File: config.mk
export PLATFORM = sky130hd
export DESIGN_NAME = alu_seq_ctrl
export DESIGN_NICKNAME = d
export VERILOG_FILES = /design/src/rtl/alu_seq_pkg.sv /design/src/rtl/reg_onehot_dec.sv /design/src/rtl/alu_seq_ctrl.sv
export SDC_FILE = /design/constraint.sdc
export NUM_CORES = 1
export LEC_CHECK = 0
export CORE_ASPECT_RATIO = 0.7
export CORE_UTILIZATION = 41
export DETAILED_ROUTE_END_ITERATION = 10
export GPL_TIMING_DRIVEN = 0
export PLACE_DENSITY = 0.95
export SETUP_SLACK_MARGIN = 0.2
export SKIP_CTS_REPAIR_TIMING = 1
export SLEW_MARGIN = 20
export SYNTH_ARGS = -nofsm -noshare
export SYNTH_HDL_FRONTEND = slang
export SYNTH_HIERARCHICAL = 1
export SYNTH_SLANG_ARGS = --single-unit
File: constraint.sdc
create_clock -name clock -period 9.1 [get_ports clock]
set_clock_uncertainty 0.1 [all_clocks]
set_input_delay 1.365 -clock clock [delete_from_list [all_inputs] [get_ports clock]]
set_output_delay 1.365 -clock clock [all_outputs]
set_load 0.05 [all_outputs]
File: src/rtl/alu_seq_pkg.sv
// Shared definitions for the alu_seq_ctrl sequencer: opcodes, IR field positions,
// state encoding, opcode classification and ALU op-select decode.
package alu_seq_pkg;

  // IR field bit positions
  localparam int unsigned OpcMsb = 31;
  localparam int unsigned OpcLsb = 27;
  localparam int unsigned RaMsb  = 26;
  localparam int unsigned RaLsb  = 23;
  localparam int unsigned RbMsb  = 22;
  localparam int unsigned RbLsb  = 19;
  localparam int unsigned RcMsb  = 18;
  localparam int unsigned RcLsb  = 15;

  localparam int unsigned RegSelW = 4;

  // Opcodes
  localparam logic [4:0] OpAdd  = 5'b00011;
  localparam logic [4:0] OpSub  = 5'b00100;
  localparam logic [4:0] OpAnd  = 5'b00101;
  localparam logic [4:0] OpOr   = 5'b00110;
  localparam logic [4:0] OpRor  = 5'b00111;
  localparam logic [4:0] OpRol  = 5'b01000;
  localparam logic [4:0] OpShr  = 5'b01001;
  localparam logic [4:0] OpShra = 5'b01010;
  localparam logic [4:0] OpShl  = 5'b01011;
  localparam logic [4:0] OpMul  = 5'b01111;
  localparam logic [4:0] OpDiv  = 5'b10000;
  localparam logic [4:0] OpNeg  = 5'b10001;
  localparam logic [4:0] OpNot  = 5'b10010;

  // Bit positions inside the ALU op-select vector
  localparam int unsigned NumAluOps = 13;
  localparam int unsigned SelAdd  = 0;
  localparam int unsigned SelSub  = 1;
  localparam int unsigned SelAnd  = 2;
  localparam int unsigned SelOr   = 3;
  localparam int unsigned SelShr  = 4;
  localparam int unsigned SelShra = 5;
  localparam int unsigned SelShl  = 6;
  localparam int unsigned SelRor  = 7;
  localparam int unsigned SelRol  = 8;
  localparam int unsigned SelNeg  = 9;
  localparam int unsigned SelNot  = 10;
  localparam int unsigned SelMul  = 11;
  localparam int unsigned SelDiv  = 12;

  typedef enum logic [3:0] {
    StIdle, StT0, StT1, StT2, StT3, StT4, StT5, StT6, StT4u
  } state_e;

  typedef enum logic [1:0] {
    ClsIllegal, ClsBinary, ClsMulDiv, ClsUnary
  } op_cls_e;

  function automatic op_cls_e op_class(input logic [4:0] opc);
    op_cls_e cls;
    case (opc)
      OpAdd, OpSub, OpAnd, OpOr, OpRor, OpRol, OpShr, OpShra, OpShl: cls = ClsBinary;
      OpMul, OpDiv:                                                 cls = ClsMulDiv;
      OpNeg, OpNot:                                                 cls = ClsUnary;
      default:                                                      cls = ClsIllegal;
    endcase
    return cls;
  endfunction

  function automatic logic [NumAluOps-1:0] op_select(input logic [4:0] opc);
    logic [NumAluOps-1:0] sel;
    sel = '0;
    case (opc)
      OpAdd:   sel[SelAdd]  = 1'b1;
      OpSub:   sel[SelSub]  = 1'b1;
      OpAnd:   sel[SelAnd]  = 1'b1;
      OpOr:    sel[SelOr]   = 1'b1;
      OpShr:   sel[SelShr]  = 1'b1;
      OpShra:  sel[SelShra] = 1'b1;
      OpShl:   sel[SelShl]  = 1'b1;
      OpRor:   sel[SelRor]  = 1'b1;
      OpRol:   sel[SelRol]  = 1'b1;
      OpNeg:   sel[SelNeg]  = 1'b1;
      OpNot:   sel[SelNot]  = 1'b1;
      OpMul:   sel[SelMul]  = 1'b1;
      OpDiv:   sel[SelDiv]  = 1'b1;
      default: sel = '0;
    endcase
    return sel;
  endfunction

endpackage

File: src/rtl/reg_onehot_dec.sv
// Register-number to one-hot strobe decoder with enable; all-zero when disabled.
module reg_onehot_dec
  import alu_seq_pkg::*;
#(
  parameter int unsigned N = 16
) (
  input  logic [RegSelW-1:0] sel_i,
  input  logic               en_i,
  output logic [N-1:0]       onehot_o
);

  // Single bit set at sel_i when enabled
  always_comb begin
    onehot_o = '0;
    if (en_i) onehot_o = {{(N-1){1'b0}}, 1'b1} << sel_i;
  end

endmodule

File: src/rtl/alu_seq_ctrl.sv
// Hardwired fetch/execute control sequencer for register ALU instructions.
// Optional build macro ALU_SEQ_CNT_EN adds the instr_cnt completed-instruction counter.
module alu_seq_ctrl
  import alu_seq_pkg::*;
#(
  parameter int unsigned NREGS = 16,
  parameter int unsigned IR_W  = 32
) (
  input  logic             clock,
  input  logic             clear,
  input  logic             start,
  input  logic             mem_rdy,
  input  logic [IR_W-1:0]  IR,
  output logic             busy,
  output logic             done,
  output logic             illegal,
  output logic [NREGS-1:0] Rin,
  output logic [NREGS-1:0] Rout,
  output logic             PCout,
  output logic             MARin,
  output logic             IncPC,
  output logic             PCin,
  output logic             Read,
  output logic             MDRin,
  output logic             MDRout,
  output logic             IRin,
  output logic             Yin,
  output logic             Zin,
  output logic             Zlowout,
  output logic             Zhighout,
  output logic             HIin,
  output logic             LOin,
  output logic             ADD,
  output logic             SUB,
  output logic             AND,
  output logic             OR,
  output logic             SHR,
  output logic             SHRA,
  output logic             SHL,
  output logic             ROR,
  output logic             ROL,
  output logic             NEG,
  output logic             NOT,
  output logic             MUL,
  output logic             DIV
`ifdef ALU_SEQ_CNT_EN
  ,output logic [31:0]     instr_cnt
`endif
);

  state_e               state_d, state_q;
  logic [4:0]           opc_d, opc_q;
  logic [RegSelW-1:0]   ra_d, ra_q, rb_d, rb_q, rc_d, rc_q;
  logic                 rin_en, rout_en, alu_en;
  logic [RegSelW-1:0]   rin_sel, rout_sel;
  logic [NumAluOps-1:0] alu_sel;
  op_cls_e              cls;

  // Low IR bits carry no register field for this instruction class
  logic unused_ir;
  assign unused_ir = ^IR[RcLsb-1:0];

  assign cls     = op_class(opc_q);
  assign busy    = (state_q != StIdle);
  assign alu_sel = alu_en ? op_select(opc_q) : '0;

  // Next state, field latching and per-state strobes
  always_comb begin
    state_d  = state_q;
    opc_d    = opc_q;
    ra_d     = ra_q;
    rb_d     = rb_q;
    rc_d     = rc_q;
    done     = 1'b0;
    illegal  = 1'b0;
    PCout    = 1'b0;
    MARin    = 1'b0;
    IncPC    = 1'b0;
    PCin     = 1'b0;
    Read     = 1'b0;
    MDRin    = 1'b0;
    MDRout   = 1'b0;
    IRin     = 1'b0;
    Yin      = 1'b0;
    Zin      = 1'b0;
    Zlowout  = 1'b0;
    Zhighout = 1'b0;
    HIin     = 1'b0;
    LOin     = 1'b0;
    rin_en   = 1'b0;
    rin_sel  = ra_q;
    rout_en  = 1'b0;
    rout_sel = rb_q;
    alu_en   = 1'b0;
    unique case (state_q)
      StIdle: if (start) state_d = StT0;
      StT0: begin
        PCout   = 1'b1;
        MARin   = 1'b1;
        IncPC   = 1'b1;
        Zin     = 1'b1;
        state_d = StT1;
      end
      StT1: begin
        // Read/MDRin stay up through the stall; PC only reloads once memory is ready
        Zlowout = 1'b1;
        Read    = 1'b1;
        MDRin   = 1'b1;
        if (mem_rdy) begin
          PCin    = 1'b1;
          state_d = StT2;
        end
      end
      StT2: begin
        MDRout  = 1'b1;
        IRin    = 1'b1;
        opc_d   = IR[OpcMsb:OpcLsb];
        ra_d    = IR[RaMsb:RaLsb];
        rb_d    = IR[RbMsb:RbLsb];
        rc_d    = IR[RcMsb:RcLsb];
        state_d = StT3;
      end
      StT3: begin
        unique case (cls)
          ClsIllegal: begin
            illegal = 1'b1;
            state_d = StIdle;
          end
          ClsUnary: begin
            rout_en  = 1'b1;
            rout_sel = rc_q;
            alu_en   = 1'b1;
            Zin      = 1'b1;
            state_d  = StT4u;
          end
          default: begin
            rout_en  = 1'b1;
            rout_sel = rb_q;
            Yin      = 1'b1;
            state_d  = StT4;
          end
        endcase
      end
      StT4: begin
        rout_en  = 1'b1;
        rout_sel = rc_q;
        alu_en   = 1'b1;
        Zin      = 1'b1;
        state_d  = StT5;
      end
      StT5: begin
        Zlowout = 1'b1;
        if (cls == ClsMulDiv) begin
          LOin    = 1'b1;
          state_d = StT6;
        end else begin
          rin_en  = 1'b1;
          done    = 1'b1;
          state_d = StIdle;
        end
      end
      StT6: begin
        Zhighout = 1'b1;
        HIin     = 1'b1;
        done     = 1'b1;
        state_d  = StIdle;
      end
      StT4u: begin
        Zlowout = 1'b1;
        rin_en  = 1'b1;
        done    = 1'b1;
        state_d = StIdle;
      end
      default: state_d = StIdle;
    endcase
  end

  // State and latched IR fields
  always_ff @(posedge clock or posedge clear) begin
    if (clear) begin
      state_q <= StIdle;
      opc_q   <= '0;
      ra_q    <= '0;
      rb_q    <= '0;
      rc_q    <= '0;
    end else begin
      state_q <= state_d;
      opc_q   <= opc_d;
      ra_q    <= ra_d;
      rb_q    <= rb_d;
      rc_q    <= rc_d;
    end
  end

  reg_onehot_dec #(.N(NREGS)) u_rin_dec (
    .sel_i    (rin_sel),
    .en_i     (rin_en),
    .onehot_o (Rin)
  );

  reg_onehot_dec #(.N(NREGS)) u_rout_dec (
    .sel_i    (rout_sel),
    .en_i     (rout_en),
    .onehot_o (Rout)
  );

  assign ADD  = alu_sel[SelAdd];
  assign SUB  = alu_sel[SelSub];
  assign AND  = alu_sel[SelAnd];
  assign OR   = alu_sel[SelOr];
  assign SHR  = alu_sel[SelShr];
  assign SHRA = alu_sel[SelShra];
  assign SHL  = alu_sel[SelShl];
  assign ROR  = alu_sel[SelRor];
  assign ROL  = alu_sel[SelRol];
  assign NEG  = alu_sel[SelNeg];
  assign NOT  = alu_sel[SelNot];
  assign MUL  = alu_sel[SelMul];
  assign DIV  = alu_sel[SelDiv];

`ifdef ALU_SEQ_CNT_EN
  logic [31:0] cnt_d, cnt_q;

  // Count completed instructions; illegal opcodes never reach done
  always_comb cnt_d = cnt_q + {31'd0, done};

  // Counter register, cleared with the sequencer
  always_ff @(posedge clock or posedge clear) begin
    if (clear) cnt_q <= '0;
    else       cnt_q <= cnt_d;
  end

  assign instr_cnt = cnt_q;
`endif

endmodule
==> qor.yml <==
status: "completed"
cts-root-buf: "clkbuf_8"
yosysSeqAreaShare_pct: 32.1
drc: 0
peakVddDrop_mv: 0.215
synthesis.nets: 225
first_pass_iters: 4
crit_path_max_incr_delay_ns: 0.82
ys_types: 36
cts_tree: "built"
rows: 18
finalWeightedCongestion: 0.893
overflow: 0
nNetsFinal: 312
worstMarginPinSlew_ns: 0.821
finalPower_w: 0.000746
viasPerCell: 5.07
hpwl_mm: 3.33
worst-path-max-fanout: 6
synth_edf_count: 0
netlist_area_um2: 1640
htree_levels: 1
drt-wirelength-per-cell_um: 13.2
ys.flop_type: "dfrtp_1"
min_path_type: "reg -> reg"
cts_buffers: 3
setup_viol: 0
cts.clk_slew.worst_paths_ns: 0.08
crit_top_cell: "ha_1"
stdcell_count: 316
synth_warnings: 6
synthTopCellsByArea: "dfrtp_1 32%, mux2_2 12%, ha_1 6.9%"
drv_cap: 0
endpoint_kind: "primary output"
finalCritPeriodShare_pct: 57.5
clock-sinks: 21
dieWidth_um: 77.6
placeableCoreArea_um2: 3670
io_buffers: 82
avgSynthCellArea_um2: 9.11
drtIter0Drc: 68
yosys_register_bits: 21
totalWireLength_mm: 4.16
clockBufferDepth: 2
die_h_um: 54.9
fin_util_pct: 70.0
p_leak_nw: 1.05
die_area_um2: 4260
required_ns: 7.64
antenna_found_initial: 0
synthToLayoutAreaGrowth_pct: 56.9
grt_pass1_vias: 1419
setup_tns_ns: 0
pin_count: 98
critPathKind: "reg -> out"
timing_max_transition_violations_final: 0
num_antenna_cells: 0
gr-usage-all-layers_pct: 20.4
synth_top_area_cell: "dfrtp_1"
powerDensity_nw_per_um2: 290
syn_inst: 180
dp.cells: 312
max_clock_freq_mhz: 191
layout-drive-gt1-share_pct: 16.2
critPathArrivalTime_ns: 3.76
path_cells: "inv_1, ha_1, a21oi_1, o21ai_0, ha_1, nor2_1, or2_1, buf_6, mux2_4, or3b_4, nor3_2, clkdlybuf4s50_1"
maxSlewHeadroom_pct: 45.2
worstSkewPairLatency_ns: 0.26
post-route-min-period_ns: 5.23
cp-start-kind: "flop"
antenna_left: 0
postSynth.asyncResetShare_pct: 100
grt_pass1_wl_mm: 6.63
critPathSlowestCell: "clkdlybuf4s50_1"
start_util_pct: 44.6
synth.top_cell.area_share_pct: 32.1
rsz0062_at_grt: "false"
finalHoldViolations: 0
vias: 1602
grt_start_max_net_pins: 22
power breakdown:
group / total [W] / internal, W / switching (W) / leakage (nW)
Clock: 0.0000625 / 0.0000309 / 0.0000316 / 0.0217
Combinational: 0.000500 / 0.000205 / 0.000295 / 0.776
Sequential: 0.000183 / 0.000139 / 0.0000445 / 0.253
worst max-delay path: cells and delay by family (launching register included):
kind / cells / cell delay, ns
flops: 1 / 0.42
simple gates: 4 / 0.83
buf+inv: 3 / 1.04
fa+ha+maj: 2 / 0.52
compound gates: 2 / 0.36
mux: 1 / 0.32
path summary, 6_finish.rpt:
check	startpoint	end	slack (ns)	cells after the start
worst max-delay path	opc_q[0]$_DFFE_PP0P_	Rout[0]	3.87	12
worst min-delay path	rb_q[1]$_DFFE_PP0P_	rb_q[1]$_DFFE_PP0P_	0.41	1
worst max register to register	opc_q[0]$_DFFE_PP0P_	state_q[0]$_DFFE_PP0P_	6.83	8
worst min register to register	rb_q[1]$_DFFE_PP0P_	rb_q[1]$_DFFE_PP0P_	0.41	1
max in group asynchronous	clear	state_q[1]$_DFFE_PP0P_	6.94	2
min in group asynchronous	clear	opc_q[3]$_DFFE_PP0P_	1.46	2
logic make-up (layout without fill, tap and decap cells):
| kind of cell | after synthesis | after routing | synth area share (%) |
|---|---|---|---|
| AOI/OAI and AO/OA | 16 | 16 | 6.18 |
| adders and majority gates | 9 | 9 | 6.87 |
| DFF | 21 | 21 | 32.1 |
| and+or+nand+nor | 96 | 96 | 32.9 |
| buffers and inverters | 16 | 102 | 5.95 |
| muxes | 22 | 22 | 16.0 |
layout by cell type (no fill, tap or decap), drive strengths merged:
cell type / netlist / final
a31oi: 1 / 1
nand2b: 9 / 9
nor4b: 1 / 1
o31a: 2 / 2
o21bai: 1 / 1
nor2: 33 / 33
o21ai: 3 / 3
clkbuf: 4 / 7
or2b: 1 / 1
or2: 1 / 1
nand3b: 4 / 4
and3: 12 / 12
nand3: 3 / 3
a21oi: 5 / 5
and2: 4 / 4
clkdlybuf4s50: 0 / 82
o22ai: 1 / 1
dfrtp: 21 / 21
nor3: 12 / 12
nor2b: 5 / 5
or3b: 4 / 4
nor3b: 1 / 1
o31ai: 1 / 1
and4: 1 / 1
inv: 4 / 4
ha: 9 / 9
mux2: 22 / 22
o32ai: 1 / 1
clkinvlp: 0 / 1
nand2: 5 / 5
o21a: 1 / 1
buf: 8 / 8
metal layers:
| metal | routed length (um) | up-vias | track usage (%) |
|---|---|---|---|
| met5 | 0 | - | 0 |
| met4 | 8 | 0 | 1.89 |
| met3 | 369 | 2 | 6.07 |
| met2 | 1850 | 71 | 34.7 |
| met1 | 1940 | 737 | 27.0 |
| li1 | - | 792 | - |
state kept, by name (all words and copies together) (netlist names):
| signal | cells |
|---|---|
| rc_q | 4 |
| state_q | 4 |
| opc_q | 5 |
| ra_q | 4 |
| rb_q | 4 |
synth_stat cells (all sizes together) (2+ instances only):
cell and number:
nand3b 4, nand3 3, and2 4, mux2 22
nand2b 9, nor2 33, a21oi 5, o31a 2
nand2 5, nor3 12, buf 8, nor2b 5
ha 9, or3b 4, o21ai 3, dfrtp 21
clkbuf 4, inv 4, and3 12
through the flow:
step,setup WS [ns],hold WS [ns],cell area [um2]
after global routing,3.67,0.435,2570
after detailed placement,4.18,0.398,2520
after CTS,3.86,0.416,2570
final,3.87,0.409,2570
after floorplan,4.47,0.381,1640
after global placement,4.21,0.390,2520
layout make-up:
cell class | count | area (um2)
tap | 50 | 62.6
buffer | 12 | 82.6
sequential | 21 | 526
timing repair buffer | 82 | 821
clock buffer | 3 | 41.3
inverter | 4 | 15.0
multi-input combinational | 143 | 1020
fill | 282 | 1100
clock inverter | 1 | 7.51
Note: power is estimated with default switching activity, not from simulation.
